$ cat config.mk
export PLATFORM = sky130hd
export DESIGN_NAME = gmux_quad_clk_ctrl
export DESIGN_NICKNAME = d
export VERILOG_FILES = /design/src/rtl/gmux_quad_clk_ctrl.sv
export SDC_FILE = /design/constraint.sdc
export NUM_CORES = 1
export LEC_CHECK = 0
export ABC_CLOCK_PERIOD_IN_PS = 2300
export BUFFER_PORTS_ARGS = -buffer_cell sky130_fd_sc_hd__buf_2
export CAP_MARGIN = 20
export CELL_PAD_IN_SITES_DETAIL_PLACEMENT = 0
export CELL_PAD_IN_SITES_GLOBAL_PLACEMENT = 1
export CORE_UTILIZATION = 40
export DETAILED_ROUTE_END_ITERATION = 10
export GPL_TIMING_DRIVEN = 1
export PLACE_DENSITY_LB_ADDON = 0.1
export SETUP_SLACK_MARGIN = 0.3
export SYNTH_ARGS = -nofsm -noshare
export SYNTH_HDL_FRONTEND = slang
export SYNTH_SLANG_ARGS = --single-unit
$ cat constraint.sdc
create_clock -name CLK -period 2.3 [get_ports CLK]
set_input_delay 0.23 -clock CLK [delete_from_list [all_inputs] [get_ports CLK]]
set_output_delay 0.23 -clock CLK [all_outputs]
set_load 0.02 [all_outputs]
$ cat src/rtl/gmux_quad_clk_ctrl.sv
// Per-quadrant sequencer for GMUX SEN/DEN/DYNEN/VLP controls and the SSEL source select.
// Each quadrant runs its own SLEEP->WAKE->ENABLE->ACTIVE->QUIESCE sequence with a private timer.
module gmux_quad_clk_ctrl #(
  parameter int unsigned NUM_QUAD   = 4,
  parameter int unsigned WAKE_CYC   = 4,
  parameter int unsigned SETTLE_CYC = 2,
  parameter int unsigned CNT_W      =
    $clog2(((WAKE_CYC > SETTLE_CYC) ? WAKE_CYC : SETTLE_CYC) + 1)
) (
  input  logic                CLK,
  input  logic                RSTN,
  input  logic [NUM_QUAD-1:0] ON_REQ,
  input  logic [NUM_QUAD-1:0] DYN_MODE,
  output logic [NUM_QUAD-1:0] SEN,
  output logic [NUM_QUAD-1:0] DEN,
  output logic [NUM_QUAD-1:0] DYNEN,
  output logic [NUM_QUAD-1:0] VLP,
  output logic [NUM_QUAD-1:0] RDY,
  output logic                SSEL,
  output logic                BUSY
);

  typedef enum logic [2:0] {
    SLEEP,
    WAKE,
    ENABLE,
    ACTIVE,
    QUIESCE
  } state_t;

  localparam logic [CNT_W-1:0] WAKE_LD   = CNT_W'(WAKE_CYC - 1);
  localparam logic [CNT_W-1:0] SETTLE_LD = CNT_W'(SETTLE_CYC - 1);
  localparam logic [CNT_W-1:0] ONE       = CNT_W'(1);

  state_t             state_q [NUM_QUAD];
  state_t             state_d [NUM_QUAD];
  logic [CNT_W-1:0]   tmr_q   [NUM_QUAD];
  logic [CNT_W-1:0]   tmr_d   [NUM_QUAD];
  logic [NUM_QUAD-1:0] mode_q;
  logic [NUM_QUAD-1:0] mode_d;
  logic [NUM_QUAD-1:0] busy_vec;

  always_ff @(posedge CLK or negedge RSTN) begin
    if (!RSTN) begin
      for (int unsigned i = 0; i < NUM_QUAD; i++) begin
        state_q[i] <= SLEEP;
        tmr_q[i]   <= '0;
      end
      mode_q <= '0;
    end else begin
      for (int unsigned i = 0; i < NUM_QUAD; i++) begin
        state_q[i] <= state_d[i];
        tmr_q[i]   <= tmr_d[i];
      end
      mode_q <= mode_d;
    end
  end

  always_comb begin
    mode_d = mode_q;
    for (int unsigned i = 0; i < NUM_QUAD; i++) begin
      state_d[i] = state_q[i];
      tmr_d[i]   = tmr_q[i];
      case (state_q[i])
        SLEEP: begin
          if (ON_REQ[i]) begin
            mode_d[i]  = DYN_MODE[i];
            tmr_d[i]   = WAKE_LD;
            state_d[i] = WAKE;
          end
        end
        WAKE: begin
          // Abort wins over timer expiry: no enable has been driven yet.
          if (!ON_REQ[i]) begin
            state_d[i] = SLEEP;
          end else if (tmr_q[i] == '0) begin
            tmr_d[i]   = SETTLE_LD;
            state_d[i] = ENABLE;
          end else begin
            tmr_d[i] = tmr_q[i] - ONE;
          end
        end
        ENABLE: begin
          if (tmr_q[i] == '0) state_d[i] = ACTIVE;
          else                tmr_d[i]   = tmr_q[i] - ONE;
        end
        ACTIVE: begin
          if (!ON_REQ[i]) begin
            tmr_d[i]   = SETTLE_LD;
            state_d[i] = QUIESCE;
          end
        end
        QUIESCE: begin
          if (tmr_q[i] == '0) state_d[i] = SLEEP;
          else                tmr_d[i]   = tmr_q[i] - ONE;
        end
        default: state_d[i] = SLEEP;
      endcase
    end
  end

  always_comb begin
    SEN      = '0;
    DEN      = '0;
    DYNEN    = '0;
    VLP      = '1;
    RDY      = '0;
    busy_vec = '0;
    for (int unsigned i = 0; i < NUM_QUAD; i++) begin
      case (state_q[i])
        WAKE: begin
          VLP[i]      = 1'b0;
          busy_vec[i] = 1'b1;
        end
        ENABLE, ACTIVE: begin
          VLP[i]   = 1'b0;
          SEN[i]   = ~mode_q[i];
          DEN[i]   = mode_q[i];
          DYNEN[i] = mode_q[i];
          if (state_q[i] == ACTIVE) RDY[i]      = 1'b1;
          else                      busy_vec[i] = 1'b1;
        end
        QUIESCE: begin
          VLP[i]      = 1'b0;
          DYNEN[i]    = mode_q[i];
          busy_vec[i] = 1'b1;
        end
        default: ;
      endcase
    end
  end

  assign SSEL = |RDY;
  assign BUSY = |busy_vec;

endmodule

# After elaboration in Yosys (flattened, before gate mapping)
# Index checks and enable logic that the tools add are counted.
dict set report classes {
  n_reduce_logical 46
  mux 84
  n_div 0
  n_mul 0
  order_cmp 0
  eq_ne 44
  addsub 4
  shifts 0
  bitwise_logic 4
}
# cell count
set ops {}
lappend ops {{3-bit two-way mux} 44}
lappend ops {{3-bit one-hot mux with 5 select lines} 4}
lappend ops {{2-bit inequality test, second input constant} 24}
lappend ops {{3-bit one-hot mux with 4 select lines} 4}
lappend ops {{5-bit AND reduction} 8}
lappend ops {{1-bit two-way mux} 28}
lappend ops {{3-bit by 2-bit equality test with 1-bit output, second input constant} 8}
lappend ops {{3-bit zero test} 8}
lappend ops {{2-bit OR reduction} 12}
lappend ops {{4-bit OR reduction} 6}
lappend ops {{4-bit nonzero test} 4}
lappend ops {{3-bit by 1-bit equality test with 1-bit output, second input constant} 4}
lappend ops {{3-bit equality test, second input constant} 4}
lappend ops {{3-bit inequality test, second input constant} 4}
lappend ops {{3-bit OR reduction} 4}
lappend ops {{3-bit by 1-bit subtractor with 3-bit output, second input constant} 4}
lappend ops {{1-bit one-hot mux with 2 select lines} 4}
lappend ops {{2-bit AND reduction} 4}
lappend ops {{1-bit inverter} 4}
dict set report totals {
  ff_bits 28
  output_inout_bits 22
  memories 0
  mem_bits_ro 0
  wordCells 194
  latch_bits 0
  ram_bits 0
}

# Depth between registers and ports, before layout
# Gate-level depths: netlist of run 1.
dict set report logic_depth {
  depth_word 4
  mapped_depth 8
}

# Worst setup path after synthesis of run 1
# No wires, ideal clock.
dict set report synth_path {
  path_type {register to output}
  start {reg state_q[7] (netlist bit)}
  end {out DYNEN[1]}
  setup_slack_ns 0.556
  t_arrival_ns 1.514
  path_stages_with_launch 4
  t_required_ns 2.070
  path_buffers 1
  path_cell_list {dfrtp_1 -> buf_2 -> or3b_2 -> a21boi_0}
}
dict set report synth_via {
  elab_chain_len 3
}
# item line_no
set synth_rtl {}
lappend synth_rtl {{start: declaration} 35} ;# state_t state_q [NUM_QUAD];
lappend synth_rtl {{start signal: indexed assignment} 52} ;# state_q[i] <= state_d[i];
lappend synth_rtl {{3-bit by 2-bit equality test with 1-bit output / 3-bit equality test (equally long branches)} 110} ;# case (state_q[i])
lappend synth_rtl {{3-bit OR reduction (no source line) *} n/a}
lappend synth_rtl {{1-bit two-way mux *} 110}
lappend synth_rtl {{end: declaration} 16} ;# output logic [NUM_QUAD-1:0] DYNEN,
# Every way passes the cells marked *; elsewhere a longest branch is shown, timed or not.

# Worst setup path after layout of run 1
dict set report layout_path {
  start {reg state_q[4] (netlist bit)}
  end {out SSEL}
}
dict set report layout_via {
  elab_chain_len 4
}
# item line_no
set layout_rtl {}
lappend layout_rtl {{3-bit by 2-bit equality test with 1-bit output, on equally long branches} {110, 120}}
lappend layout_rtl {{1-bit two-way mux / 2-bit OR reduction (equally long branches)} n/a}
lappend layout_rtl {{1-bit two-way mux *} 110}
lappend layout_rtl {{4-bit OR reduction *} 133} ;# assign SSEL = |RDY;
lappend layout_rtl {{end: declaration} 19} ;# output logic SSEL,
# Marks and branches as above.

==> results.md, run 1 <==
Finish:
- Cells with a size suffix above 1 make up 26.4% of the layout.
- The final cell utilization of the core is 49.2%.
- The final design area excluding fillers is 2530 µm².
- The net total in the final layout is 306.
- The number of standard cells in the final layout excluding fillers is 354.
- The leading cell type in the layout, fill and taps excluded is sky130_fd_sc_hd__buf_2.
- The number of antenna diodes in the final layout is 0.
- From synthesis to final layout, the design area changed by 18.0%.
- In the layout the commonest cells are sky130_fd_sc_hd__buf_2 (30), sky130_fd_sc_hd__inv_1 (22), sky130_fd_sc_hd__o21ai_0 (22).

Synthesis:
- After synthesis the netlist holds a flip-flop and latch count of 28.
- The portion of the post-synthesis area used by sequential elements is 32.7%.
- The synthesized-area fraction occupied by adder cells is 6.43%.
- The xor/xnor cell area share of the yosys netlist is 3.68%.
- The number of flops mapped to enable cells by yosys is 0.
- Synthesis produced a netlist with a net count of 271.
- By area, the combinational part of the netlist is dominated by compound AO/OA/AOI/OAI gates.
- Yosys printed 0 warnings.
- The synthesized netlist occupies a cell area of 2140 µm².
- The share of flip-flops with an asynchronous set or reset after synthesis is 100%.
- Of the total synthesized cell area, the portion taken by AND, OR, NAND and NOR gates is 19.9%.
- The number of distinct library cells after synthesis is 45.
- The dominant synthesized flop cell is sky130_fd_sc_hd__dfrtp_1.
- A synthesized cell averages 8.57 µm².
- Measured against the total synthesized area, the mux share comes to 5.49%.
- The number of standard cells after synthesis is 250.
- The synthesized netlist devotes 23.7% of its cell area to compound gates.

Run:
- The max-cap check violation count is 0.

Clocking:
- The clock tree from TritonCTS is built.
- The number of clock buffers added by TritonCTS is 3.
- The clock input transition at the sequential cells of the worst setup and hold paths is 0.10 ns.
- The number of H-tree branching levels is 1.
- The tree is rooted in a sky130_fd_sc_hd__clkbuf_8.
- The clock reaches the later pin of the worst-skew pair after 0.29 ns.
- The worst-case clock buffer depth is 2.
- For this design, the sink count on the clock tree is 28.

Floorplanning:
- The width of the chip is 75.2 µm.
- The initial core utilization is 41.7%.
- The total die area is 5650 µm².
- The count of boundary I/O pins is 32.
- The number of rows created at floorplan is 26.
- The placeable core region is 5140 µm².
- The floorplan step set the die height to 75.2 µm.

Placement:
- The HPWL after detailed placement is 3.33 mm.
- OpenSTA, run right after detailed placement, puts the worst setup slack at 0.501 ns.
- Port buffering added 31 buffers.
- Once placement completed, the tool counted placed cells totaling 340.
- The final weighted congestion of routability-driven global placement is 0.771.
- The post-placement cell area is 2360 µm².

STA:
- The post-layout minimum cycle time is 1.98 ns.
- Setup repair after global routing could not meet its margin everywhere.
- In the post-route analysis, the smallest setup slack over all paths is 0.320 ns.
- The max-slew violation count is 0.
- The number of hold-slack violations in the final timing report is 28.
- The tightest slew margin relative to the limit is 54.5%.
- The minimum hold slack is -0.0314 ns.
- Of the available clock period, the critical path in the final layout requires 86.1%.
- Based on the critical path, the design can be clocked at up to 0.505 GHz.
- Summed over all failing endpoints, the final setup total negative slack is 0 ns.
- The count of final setup violators is 0.
- At the pin with the least slew margin, the transition time is 0.682 ns.
- The clock arrives with 0.00406 ns of skew.

Critical path:
- The worst setup path is of the reg2out kind.
- The endpoint class of the critical path is a primary output.
- For the worst setup path, the data arrival time is 1.75 ns.
- Along the worst path, the maximum fanout reaches 7.
- The startpoint kind of the worst setup timing path is a flip-flop.
- The required time of the critical path is 2.07 ns.

Route:
- Dividing the detail-routed via count by the number of cells gives 5.24.
- The overall via count from detail_route is 1854.
- The average wire per standard cell is 13.6 µm.
- The DRC violation total after the first TritonRoute iteration is 127.
- Before antenna repair, the detailed router went through 4 iterations.
- The detailed-route wire length is 4.81 mm.
- In the routed design, unresolved DRC markers number 0.
- The number of nets still failing antenna checks after routing is 0.

Outcome:
- The checks that failed: hold timing.
- The flow ran to the end, but the final reports show violations.

Global routing:
- The maximum number of pins on one net before global-route repair is 29.
- The number of global-route vias before repair is 1530.
- The first global-routing pass estimated 7.33 mm of wire.
- The global-route usage over all layers is 17.0%.
- The total overflow left after global routing is 0.
- The number of antenna violations at the first check in global routing is 0.

Min path:
- The tightest min-delay check is of the in2async type.

Pwr:
- The maximum VDD drop is 0.641 mV.
- The leakage power of the design is 1.14 nW.
- Power spread over the standard cell area amounts to 1310 nW/µm².
[what timing repair did]
item                       in CTS  in global routing
setup endpoints to repair       3                  3
pin swaps                       0                  0
gates cloned                    0                  0
hold buffers                    0                  0
buffers inserted                0                 10
resized for setup               4                 11
[worst max-delay path, stage by stage (launching register included)]
cell                      delay [ns]
sky130_fd_sc_hd__dfrtp_2        0.48
sky130_fd_sc_hd__nor2b_4        0.16
sky130_fd_sc_hd__and2_4         0.16
sky130_fd_sc_hd__or4_4          0.52
sky130_fd_sc_hd__buf_6          0.15
[routing by layer]
metal	track usage [%]	wire (µm)	up-vias
li1	-	-	962
met4	4.94	57	0
met3	2.41	151	5
met5	0	0	-
met2	25.9	2140	31
met1	25.1	2460	856
[layout make-up]
type / instances / area [µm²]
Sequential cell: 28 / 709
Timing Repair Buffer: 50 / 304
Multi-Input combinational cell: 180 / 1290
Inverter: 22 / 82.6
Clock buffer: 4 / 55.1
Fill cell: 568 / 2610
Tap cell: 70 / 87.6
[flip-flops by register name, summed over array words and instances, names as in the netlist]
| name | count |
|---|---|
| state_q | 12 |
| tmr_q | 12 |
| mode_q | 4 |
[logic make-up (layout without fill, tap and decap cells)]
| group | count (synthesis) | after routing |
|---|---|---|
| XOR/XNOR | 9 | 9 |
| AO/OA/AOI/OAI | 76 | 76 |
| AND/OR/NAND/NOR | 73 | 73 |
| flip-flops | 28 | 28 |
| buffers and inverters | 42 | 76 |
| adder cells (fa/ha/maj) | 11 | 11 |
| multiplexers | 11 | 11 |
[Yosys cell counts, types with 4 or more instances]
master,n,share of area [%]
sky130_fd_sc_hd__a221oi_1,5,2.0
sky130_fd_sc_hd__xor2_1,4,1.6
sky130_fd_sc_hd__buf_2,13,3.0
sky130_fd_sc_hd__a21oi_1,20,4.7
sky130_fd_sc_hd__nor2b_1,15,4.4
sky130_fd_sc_hd__nor4b_1,5,2.0
sky130_fd_sc_hd__nor3_1,6,1.4
sky130_fd_sc_hd__clkbuf_1,7,1.2
sky130_fd_sc_hd__nor2_1,15,2.6
sky130_fd_sc_hd__nand2b_1,5,1.5
sky130_fd_sc_hd__and2_1,8,2.3
sky130_fd_sc_hd__xnor2_1,5,2.0
sky130_fd_sc_hd__inv_1,22,3.9
sky130_fd_sc_hd__mux2_2,6,3.2
sky130_fd_sc_hd__ha_1,11,6.4
sky130_fd_sc_hd__dfrtp_1,28,33
sky130_fd_sc_hd__o21ai_0,22,5.1
sky130_fd_sc_hd__nand2_1,4,0.70
sky130_fd_sc_hd__mux2i_1,5,2.3
[through the flow]
| step | total power, mW | hold WS (ns) |
|---|---|---|
| after detailed placement | 2.85 | 0.317 |
| after floorplan | 2.38 | -0.0656 |
| final | 3.31 | -0.0314 |
| after global routing | 3.61 | 0.0317 |
| after global placement | 2.86 | 0.323 |
| after CTS | 3.20 | 0.00214 |
[power breakdown]
group,internal [mW],total (mW),leakage [nW],switching (mW)
logic,0.956,2.07,0.780,1.11
registers,0.691,0.918,0.333,0.227
clock network,0.154,0.327,0.0288,0.173
total,1.80,3.31,1.14,1.51
[worst paths after layout]
| check | cells past startpoint | from | slack (ns) | to |
|---|---|---|---|---|
| max in group asynchronous | 1 | RSTN | 1.85 | state_q[5] |
| min in group CLK | 2 | DYN_MODE[3] | 0.17 | mode_q[3] |
| setup reg to reg | 7 | tmr_q[9] | 0.54 | tmr_q[9] |
| hold / removal | 1 | RSTN | -0.03 | tmr_q[9] |
| setup / recovery | 4 | state_q[4] | 0.32 | SSEL |
| hold reg to reg | 1 | tmr_q[3] | 0.50 | tmr_q[3] |
No activity file was read; power rests on OpenSTA's default activity.
==> run 2: changes to the inputs <==
--- a/config.mk
+++ b/config.mk
@@ -10,10 +10,10 @@
 export CAP_MARGIN = 20
 export CELL_PAD_IN_SITES_DETAIL_PLACEMENT = 0
 export CELL_PAD_IN_SITES_GLOBAL_PLACEMENT = 1
-export CORE_UTILIZATION = 40
+export CORE_UTILIZATION = 43
 export DETAILED_ROUTE_END_ITERATION = 10
 export GPL_TIMING_DRIVEN = 1
-export PLACE_DENSITY_LB_ADDON = 0.1
+export PLACE_DENSITY = 0.87
 export SETUP_SLACK_MARGIN = 0.3
 export SYNTH_ARGS = -nofsm -noshare
 export SYNTH_HDL_FRONTEND = slang
==> run 2 against run 1 <==
The run still ends with hold timing left; routed wire length is 3.5% higher; clock skew increased by 0.0063 ns; register-to-register slack improved by 0.02 ns; first-iteration DRC count shrank 14%; design area is 4.3% higher; setup slack better by 0.017 ns; non-clock buffer count rose by 12; highest routed layer unchanged.
==> results.md, run 2 (synthesized netlist as in run 1, its figures left out) <==
Outcome:
- Status: complete, but fails checks (unchanged).
- Failing checks: hold timing (unchanged).

STA:
- The setup total negative slack came to 0 ns (unchanged).
- The count of final setup violators is 0 (unchanged).
- The max-slew violation count was 0 (unchanged).
- The minimum hold slack is -0.0227 ns (was -0.0314 ns).
- The highest attainable clock frequency is 0.509 GHz (was 0.505 GHz).
- Setup repair after global routing missed its margin: yes (unchanged).
- The number of hold-slack violations in the final timing report was 28 (unchanged).
- The post-layout minimum cycle time was 1.96 ns (was 1.98 ns).
- The transition time at the pin with the least slew margin is 0.693 ns (was 0.682 ns).
- The worst clock skew on the final layout came to 0.0103 ns (was 0.00406 ns).
- The ratio of final minimum period to clock period came to 85.3% (was 86.1%).
- The tightest slew margin relative to the limit was 53.8% (was 54.5%).

Clocking:
- The number of hold buffers added after cts is 0 (unchanged).
- The number of clock sinks seen by CTS is 28 (unchanged).
- The worst-case clock buffer depth is 2 (unchanged).
- The number of buffers created by CTS is 3 (unchanged).
- The root buffer cell is sky130_fd_sc_hd__clkbuf_8 (unchanged).
- The clock input transition at the sequential cells of the worst setup and hold paths is 0.11 ns (was 0.10 ns).
- The latest clock arrival within the worst-skew pair came to 0.28 ns (was 0.29 ns).
- The clock tree from TritonCTS was built (unchanged).
- The number of H-tree branching levels is 1 (unchanged).

Critical path:
- The register-to-register setup slack came to 0.56 ns (was 0.54 ns).
- The startpoint kind of the worst setup timing path is a flip-flop (unchanged).
- The stage delay of the slowest cell on the critical path is 0.54 ns (was 0.52 ns).
- The cell type of the slowest stage on the worst timing path was sky130_fd_sc_hd__or4_4 (unchanged).
- The required time of the critical path is 2.07 ns (about the same).
- The critical path class is reg2out (unchanged).
- Chain of cells forming the critical path: nor2b_4, and2_1, or4_4, buf_6 (was nor2b_4, and2_4, or4_4, buf_6).
- The largest fanout of any net on the critical path is 5 (was 7).
- The arrival time at the worst endpoint came to 1.73 ns (was 1.75 ns).
- The endpoint class of the critical path is a primary output (unchanged).

Floorplanning:
- The placeable core region is 4750 µm² (was 5140 µm²).
- The count of boundary I/O pins is 32 (unchanged).
- The initial core utilization is 45.1% (was 41.7%).
- The total die area is 5270 µm² (was 5650 µm²).
- The y dimension of the die was 72.6 µm (was 75.2 µm).
- The number of rows created at floorplan is 25 (was 26).
- The width of the chip is 72.6 µm (was 75.2 µm).

Pwr:
- The maximum VDD drop came to 0.783 mV (was 0.641 mV).
- The net switching fraction of the power is 44.9% (was 45.6%).
- The power density over cell area is 1320 nW/µm² (was 1310 nW/µm²).
- The net switching power was 1.56 mW (was 1.51 mW).
- The leakage power of the design was 1.20 nW (was 1.14 nW).
- The relative contribution of the clock network to total power came to 9.4% (was 9.9%).
- The design internal power is 1.91 mW (was 1.80 mW).
- The sequential share of power came to 26.8% (was 27.7%).
- The relative contribution of combinational cells to total power is 63.8% (was 62.4%).

Route:
- The detailed-route wire length came to 4.98 mm (was 4.81 mm).
- The number of nets still failing antenna checks after routing was 0 (unchanged).
- The DRC violation total after the first TritonRoute iteration is 109 (was 127).
- The overall via count from detail_route was 1948 (was 1854).
- The DRC violation count after routing is 0 (unchanged).
- The average wire per standard cell is 13.7 µm (was 13.6 µm).
- The number of iterations in the first detailed-routing pass was 4 (unchanged).
- The ratio of routed vias to standard cells is 5.37 (was 5.24).

Finish:
- Largest regs: state_q: 12 flops, tmr_q: 12 flops, mode_q: 4 flops (unchanged).
- The number of standard cells in the final layout excluding fillers is 363 (was 354).
- The net total in the final layout came to 318 (was 306).
- The diode insertion count for antenna repair is 0 (unchanged).
- The final design area excluding fillers came to 2640 µm² (was 2530 µm²).
- The final cell utilization of the core is 55.4% (was 49.2%).
- Highest-count cells in the layout ignoring fill and taps: sky130_fd_sc_hd__buf_2 (30), sky130_fd_sc_hd__buf_4 (30), sky130_fd_sc_hd__inv_1 (22), sky130_fd_sc_hd__o21ai_0 (22), sky130_fd_sc_hd__a21oi_1 (20) (was sky130_fd_sc_hd__buf_2 (30), sky130_fd_sc_hd__inv_1 (22), sky130_fd_sc_hd__o21ai_0 (22)).
- The synthesis-to-layout area growth is 23.1% (was 18.0%).
- The fraction of final layout cells sized beyond drive strength 1 is 30.7% (was 26.4%).

Global routing:
- The number of global-route vias before repair was 1683 (was 1530).
- The remaining global-route overflow is 0 (unchanged).
- The maximum number of pins on one net before global-route repair is 29 (unchanged).
- The global-route usage over all layers is 18.6% (was 17.0%).
- The number of antenna violations at the first check in global routing is 0 (unchanged).
- The wire length of the first global-routing pass is 7.74 mm (was 7.33 mm).

Placement:
- The post-placement cell area was 2330 µm² (was 2360 µm²).
- The total half-perimeter wirelength after legalization and detailed placement is 3.24 mm (was 3.33 mm).
- The port buffer count is 31 (unchanged).
- The count of placed standard cells including taps is 334 (was 340).
- The final weighted congestion of routability-driven global placement is 0.779 (was 0.771).

Run:
- The max-cap check violation count is 0 (unchanged).

Min path:
- The type of the tightest min-delay check is in2async (unchanged).
-- run 2: area by class of cell --
type,count,area [µm²]
Sequential cell,28,713
Fill cell,447,2120
Timing Repair Buffer,62,392
Clock buffer,4,55.1
Tap cell,67,83.8
Multi-Input combinational cell,180,1310
Inverter,22,82.6
-- run 2: through the flow --
stage	hold slack [ns]	total power, mW	worst slack (ns)
after CTS	0.00675	3.24	0.296
after global placement	0.309	2.78	0.503
after detailed placement	0.319	2.81	0.478
final	-0.0227	3.47	0.337
after global routing	0.0232	3.74	0.285
after floorplan	-0.0656	2.38	0.556
-- run 2: final timing paths --
path / startpoint / end / cells past startpoint
max: state_q[4] / SSEL / 4
min: RSTN / tmr_q[10] / 1
max reg2reg: tmr_q[9] / tmr_q[9] / 7
min reg2reg: state_q[11] / state_q[9] / 1
max in group asynchronous: RSTN / state_q[7] / 1
min in group CLK: DYN_MODE[1] / mode_q[1] / 2
-- run 2: critical path, delay by kind of cell (launching register included) --
kind / cells / cell delay (ns)
flip-flops: 1 / 0.45
AND/OR/NAND/NOR: 3 / 0.87
buffers and inverters: 1 / 0.15
-- run 2: layer usage --
| metal | vias to the layer above | wire length (µm) | global-route usage [%] |
|---|---|---|---|
| met3 | 4 | 122 | 2.21 |
| met4 | 0 | 38 | 5.23 |
| met2 | 31 | 2430 | 32.2 |
| li1 | 987 | - | - |
| met5 | - | 0 | 0 |
| met1 | 926 | 2390 | 24.4 |
-- run 2: timing repair --
item | 4_1_cts | 5_1_grt
resized for setup | 14 | 6
buffers inserted | 5 | 20
setup endpoints to repair | 3 | 3
-- run 2: power groups by stage --
stage                     Clock (mW)  Combinational (mW)  Sequential, mW
after floorplan                    0                1.59           0.789
after global placement             0                1.80           0.983
after global routing           0.351                2.43           0.959
final                          0.325                2.22           0.931
after CTS                      0.334                1.93           0.974
after detailed placement           0                1.81           0.991
==> run 3: changes to the inputs <==
--- a/config.mk
+++ b/config.mk
@@ -5,15 +5,16 @@
 export SDC_FILE = /design/constraint.sdc
 export NUM_CORES = 1
 export LEC_CHECK = 0
+export ABC_AREA = 1
 export ABC_CLOCK_PERIOD_IN_PS = 2300
 export BUFFER_PORTS_ARGS = -buffer_cell sky130_fd_sc_hd__buf_2
 export CAP_MARGIN = 20
 export CELL_PAD_IN_SITES_DETAIL_PLACEMENT = 0
 export CELL_PAD_IN_SITES_GLOBAL_PLACEMENT = 1
-export CORE_UTILIZATION = 43
+export CORE_UTILIZATION = 40
 export DETAILED_ROUTE_END_ITERATION = 10
 export GPL_TIMING_DRIVEN = 1
-export PLACE_DENSITY = 0.87
+export PLACE_DENSITY_LB_ADDON = 0.08
 export SETUP_SLACK_MARGIN = 0.3
 export SYNTH_ARGS = -nofsm -noshare
 export SYNTH_HDL_FRONTEND = slang
==> constraint.sdc (replaced) <==
create_clock -name CLK -period 2.3 [get_ports CLK]
set_input_delay 0.115 -clock CLK [delete_from_list [all_inputs] [get_ports CLK]]
set_output_delay 0.115 -clock CLK [all_outputs]
set_load 0.02 [all_outputs]
==> run 3 against run 2 <==
The run now ends clean; global-route usage shrank 0.17 points; design area shrank 5.2%; final cell count grew 25%; largest cell class unchanged.
==> results.md, run 3 <==
Outcome:
- Status: complete, no violations (was complete, but fails checks).

Finish:
- Highest-count cells in the layout ignoring fill and taps: sky130_fd_sc_hd__nand2_1 (129), sky130_fd_sc_hd__inv_1 (54), sky130_fd_sc_hd__nand3_1 (33) (was sky130_fd_sc_hd__buf_2 (30), sky130_fd_sc_hd__buf_4 (30), sky130_fd_sc_hd__inv_1 (22), sky130_fd_sc_hd__o21ai_0 (22), sky130_fd_sc_hd__a21oi_1 (20)).
- The leading cell type in the layout, fill and taps excluded is sky130_fd_sc_hd__nand2_1.
- The diode insertion count for antenna repair was 0 (unchanged).
- The count of fill cells added during filler insertion came to 603 (was 447).
- Largest regs: state_q: 12 flops, tmr_q: 12 flops, mode_q: 4 flops (unchanged).
- The final design area excluding fillers is 2500 µm² (was 2640 µm²).
- The net total in the final layout is 403 (was 318).
- The synthesis-to-layout area growth came to 10.5% (was 23.1%).
- The fraction of final layout cells sized beyond drive strength 1 is 16.6% (was 30.7%).
- The final cell utilization of the core is 45.7% (was 55.4%).

Min path:
- The type of the tightest min-delay check is in2reg (was in2async).
- The worst hold path begins at DYN_MODE[1].

STA:
- The ratio of final minimum period to clock period came to 72.1% (was 85.3%).
- The tightest slew margin relative to the limit came to 54.2% (was 53.8%).
- The number of hold-slack violations in the final timing report came to 0 (was 28).
- The minimum hold slack is 0.0477 ns (was -0.0227 ns).
- The highest attainable clock frequency is 0.603 GHz (was 0.509 GHz).
- The max-slew violation count is 0 (unchanged).
- The worst clock skew on the final layout is 0.00877 ns (was 0.0103 ns).
- The count of final setup violators is 0 (unchanged).
- The transition time at the pin with the least slew margin is 0.687 ns (was 0.693 ns).
- The setup total negative slack is 0 ns (unchanged).
- The post-layout minimum cycle time is 1.66 ns (was 1.96 ns).
- Setup repair after global routing missed its margin: no (was yes).

Synthesis:
- The simple-gate share of the synthesized area is 43.3% (was 19.9%).
- The total of warnings raised by yosys came to 0 (unchanged).
- The portion of the post-synthesis area used by sequential elements is 31.0% (was 32.7%).
- The number of flops mapped to enable cells by yosys was 0 (unchanged).
- Cell types with the highest counts after synthesis: sky130_fd_sc_hd__nand2_1 (129), sky130_fd_sc_hd__inv_1 (54), sky130_fd_sc_hd__nand3_1 (33) (was sky130_fd_sc_hd__dfrtp_1 (28), sky130_fd_sc_hd__inv_1 (22), sky130_fd_sc_hd__o21ai_0 (22)).
- The cell area after technology mapping is 2260 µm² (was 2140 µm²).
- The dominant cell by count in the synthesized netlist is sky130_fd_sc_hd__nand2_1 (was sky130_fd_sc_hd__dfrtp_1).
- The fraction of the mapped netlist area in compound gates is 6.81% (was 23.7%).
- The share of flip-flops with an asynchronous set or reset after synthesis is 100% (unchanged).
- The average cell area after synthesis is 6.42 µm² (was 8.57 µm²).
- The fraction of synthesized area in multiplexers was 0% (was 5.49%).
- The dominant cell type by area after synthesis is sky130_fd_sc_hd__dfrtp_1 (unchanged).
- The combinational family with the most area after synthesis is simple AND/OR/NAND/NOR gates (was compound AO/OA/AOI/OAI gates).
- The portion of synthesized cell area occupied by the leading cell type was 31.0% (was 32.7%).
- The xor/xnor cell area share of the yosys netlist is 0.387% (was 3.68%).
- The flip-flop and latch count after synthesis is 28 (unchanged).
- The post-synth net total is 373 (was 271).
- The dominant synthesized flop cell is sky130_fd_sc_hd__dfrtp_1 (unchanged).
- The number of distinct library cells after synthesis is 25 (was 45).
- The synthesized-area fraction occupied by adder cells came to 6.09% (was 6.43%).
- Top area cells in the synthesized netlist: sky130_fd_sc_hd__dfrtp_1 (31%), sky130_fd_sc_hd__nand2_1 (21%), sky130_fd_sc_hd__inv_1 (9.0%), sky130_fd_sc_hd__nand3_1 (7.3%), sky130_fd_sc_hd__ha_1 (6.1%) (was sky130_fd_sc_hd__dfrtp_1 (33%), sky130_fd_sc_hd__ha_1 (6.4%), sky130_fd_sc_hd__o21ai_0 (5.1%), sky130_fd_sc_hd__a21oi_1 (4.7%), sky130_fd_sc_hd__nor2b_1 (4.4%)).
- The number of standard cells after synthesis is 352 (was 250).

Route:
- The number of iterations in the first detailed-routing pass is 4 (unchanged).
- The number of nets still failing antenna checks after routing is 0 (unchanged).
- The detailed-route wire length was 5.04 mm (was 4.98 mm).
- The average wire per standard cell was 11.2 µm (was 13.7 µm).
- The DRC violation total after the first TritonRoute iteration is 74 (was 109).
- The ratio of routed vias to standard cells was 4.77 (was 5.37).
- The overall via count from detail_route is 2157 (was 1948).
- The DRC violation count after routing is 0 (unchanged).

Clocking:
- The number of buffers created by CTS is 3 (unchanged).
- The post-cts repair resize count is 0 (was 14).
- The root buffer cell is sky130_fd_sc_hd__clkbuf_8 (unchanged).
- The number of clock sinks seen by CTS is 28 (unchanged).
- The clock input transition at the sequential cells of the worst setup and hold paths is 0.10 ns (was 0.11 ns).
- The clock tree from TritonCTS is built (unchanged).
- The worst-case clock buffer depth is 2 (unchanged).
- The number of H-tree branching levels is 1 (unchanged).
- The latest clock arrival within the worst-skew pair is 0.28 ns (about the same).

Global routing:
- The number of global-route vias before repair is 1984 (was 1683).
- The wire length of the first global-routing pass came to 8.88 mm (was 7.74 mm).
- The remaining global-route overflow is 0 (unchanged).
- The maximum number of pins on one net before global-route repair is 29 (unchanged).
- The number of antenna violations at the first check in global routing is 0 (unchanged).
- The global-route usage over all layers is 18.4% (was 18.6%).

Placement:
- The port buffer count is 31 (unchanged).
- The final weighted congestion of routability-driven global placement is 0.875 (was 0.779).
- The post-placement cell area is 2450 µm² (was 2330 µm²).
- The total half-perimeter wirelength after legalization and detailed placement was 3.94 mm (was 3.24 mm).

Pwr:
- The power density over cell area is 1520 nW/µm² (was 1320 nW/µm²).
- The maximum VDD drop was 0.555 mV (was 0.783 mV).
- The design internal power is 1.71 mW (was 1.91 mW).
- The leakage power of the design was 1.50 nW (was 1.20 nW).
- The relative contribution of combinational cells to total power came to 66.1% (was 63.8%).
- The net switching fraction of the power is 55.0% (was 44.9%).
- The relative contribution of the clock network to total power is 7.4% (was 9.4%).
- The total chip power was 3.81 mW (was 3.47 mW).
- The net switching power is 2.09 mW (was 1.56 mW).
- The sequential share of power is 26.5% (was 26.8%).

Critical path:
- The startpoint of the worst-slack reg-to-reg timing path is tmr_q[9] (unchanged).
- The arrival time at the worst endpoint is 1.54 ns (was 1.73 ns).
- The critical path class is reg2out (unchanged).
- The largest fanout of any net on the critical path was 9 (was 5).
- The required time of the critical path is 2.18 ns (was 2.07 ns).
- The critical path startpoint is state_q[9] (was state_q[4]).
- The endpoint class of the critical path was a primary output (unchanged).
- The startpoint kind of the worst setup timing path was a flip-flop (unchanged).

Floorplanning:
- The total die area is 5960 µm² (was 5270 µm²).
- The count of boundary I/O pins came to 32 (unchanged).
- The placeable core region is 5470 µm² (was 4750 µm²).
- The y dimension of the die is 77.2 µm (was 72.6 µm).
- The width of the chip came to 77.2 µm (was 72.6 µm).
- The number of rows created at floorplan is 27 (was 25).
- The initial core utilization is 41.3% (was 45.1%).

Run:
- The max-cap check violation count was 0 (unchanged).
==> run 3: worst max-delay path, stage by stage (launching register included) <==
cell and delay [ns]:
sky130_fd_sc_hd__dfrtp_1 0.51, sky130_fd_sc_hd__nor2_4 0.19, sky130_fd_sc_hd__nand2_2 0.09, sky130_fd_sc_hd__nand2_1 0.16
sky130_fd_sc_hd__o21ai_0 0.10, sky130_fd_sc_hd__inv_1 0.06, sky130_fd_sc_hd__buf_2 0.15
==> run 3: per-stage QoR <==
step / std cells / setup slack (ns)
2_1_floorplan: 352 / 0.990
3_3_place_gp: 448 / 0.777
3_5_place_dp: 448 / 0.816
4_1_cts: 452 / 0.618
5_1_grt: 452 / 0.468
6_report: 452 / 0.642
==> run 3: per-layer routing <==
layer | global-route usage (%) | share of wire, % | routed length, µm
met4 | 5.47 | 1.3 | 64
met2 | 30.1 | 46 | 2300
met5 | 0 | 0 | 0
met3 | 2.86 | 4.0 | 203
met1 | 24.8 | 49 | 2470
==> run 3: repair_timing <==
item	CTS	global route
setup buffers	0	0
setup endpoints to repair	0	0
hold buffers	1	0
hold endpoints to repair	28	0
==> run 3: final cells by class <==
cell class | instances | area (µm²) | share of cell area [%]
Inverter | 59 | 221 | 8.86
Tap cell | 72 | 90.1 | 3.61
Clock buffer | 3 | 41.3 | 1.65
Sequential cell | 28 | 701 | 28.0
Multi-Input combinational cell | 258 | 1280 | 51.2
Timing Repair Buffer | 32 | 165 | 6.61
==> run 3: kinds of logic (layout without fill, tap and decap cells) <==
kind of cell,count (synthesis),after routing
AOI/OAI and AO/OA,28,28
xor gates and xnor gates,1,1
adders and majority gates,11,11
buffers and inverters,66,94
DFF,28,28
and+or+nand+nor,218,218
==> run 3: path summary, 6_finish.rpt <==
check	to	slack, ns	depth (start not counted)
setup / recovery	DYNEN[0]	0.64	6
hold reg to reg	tmr_q[4]	0.49	2
min in group asynchronous	tmr_q[2]	0.40	2
max in group asynchronous	state_q[3]	1.45	2
setup reg to reg	tmr_q[9]	0.79	9
hold / removal	mode_q[1]	0.05	3
==> run 3: power groups by stage <==
stage	Combinational (mW)	Sequential [mW]	Clock (mW)
detailed placement	2.53	1.02	0
global route	2.91	1.05	0.317
finish	2.51	1.01	0.283
floorplan	2.15	0.863	0
CTS	2.55	1.01	0.303
global placement	2.53	1.02	0
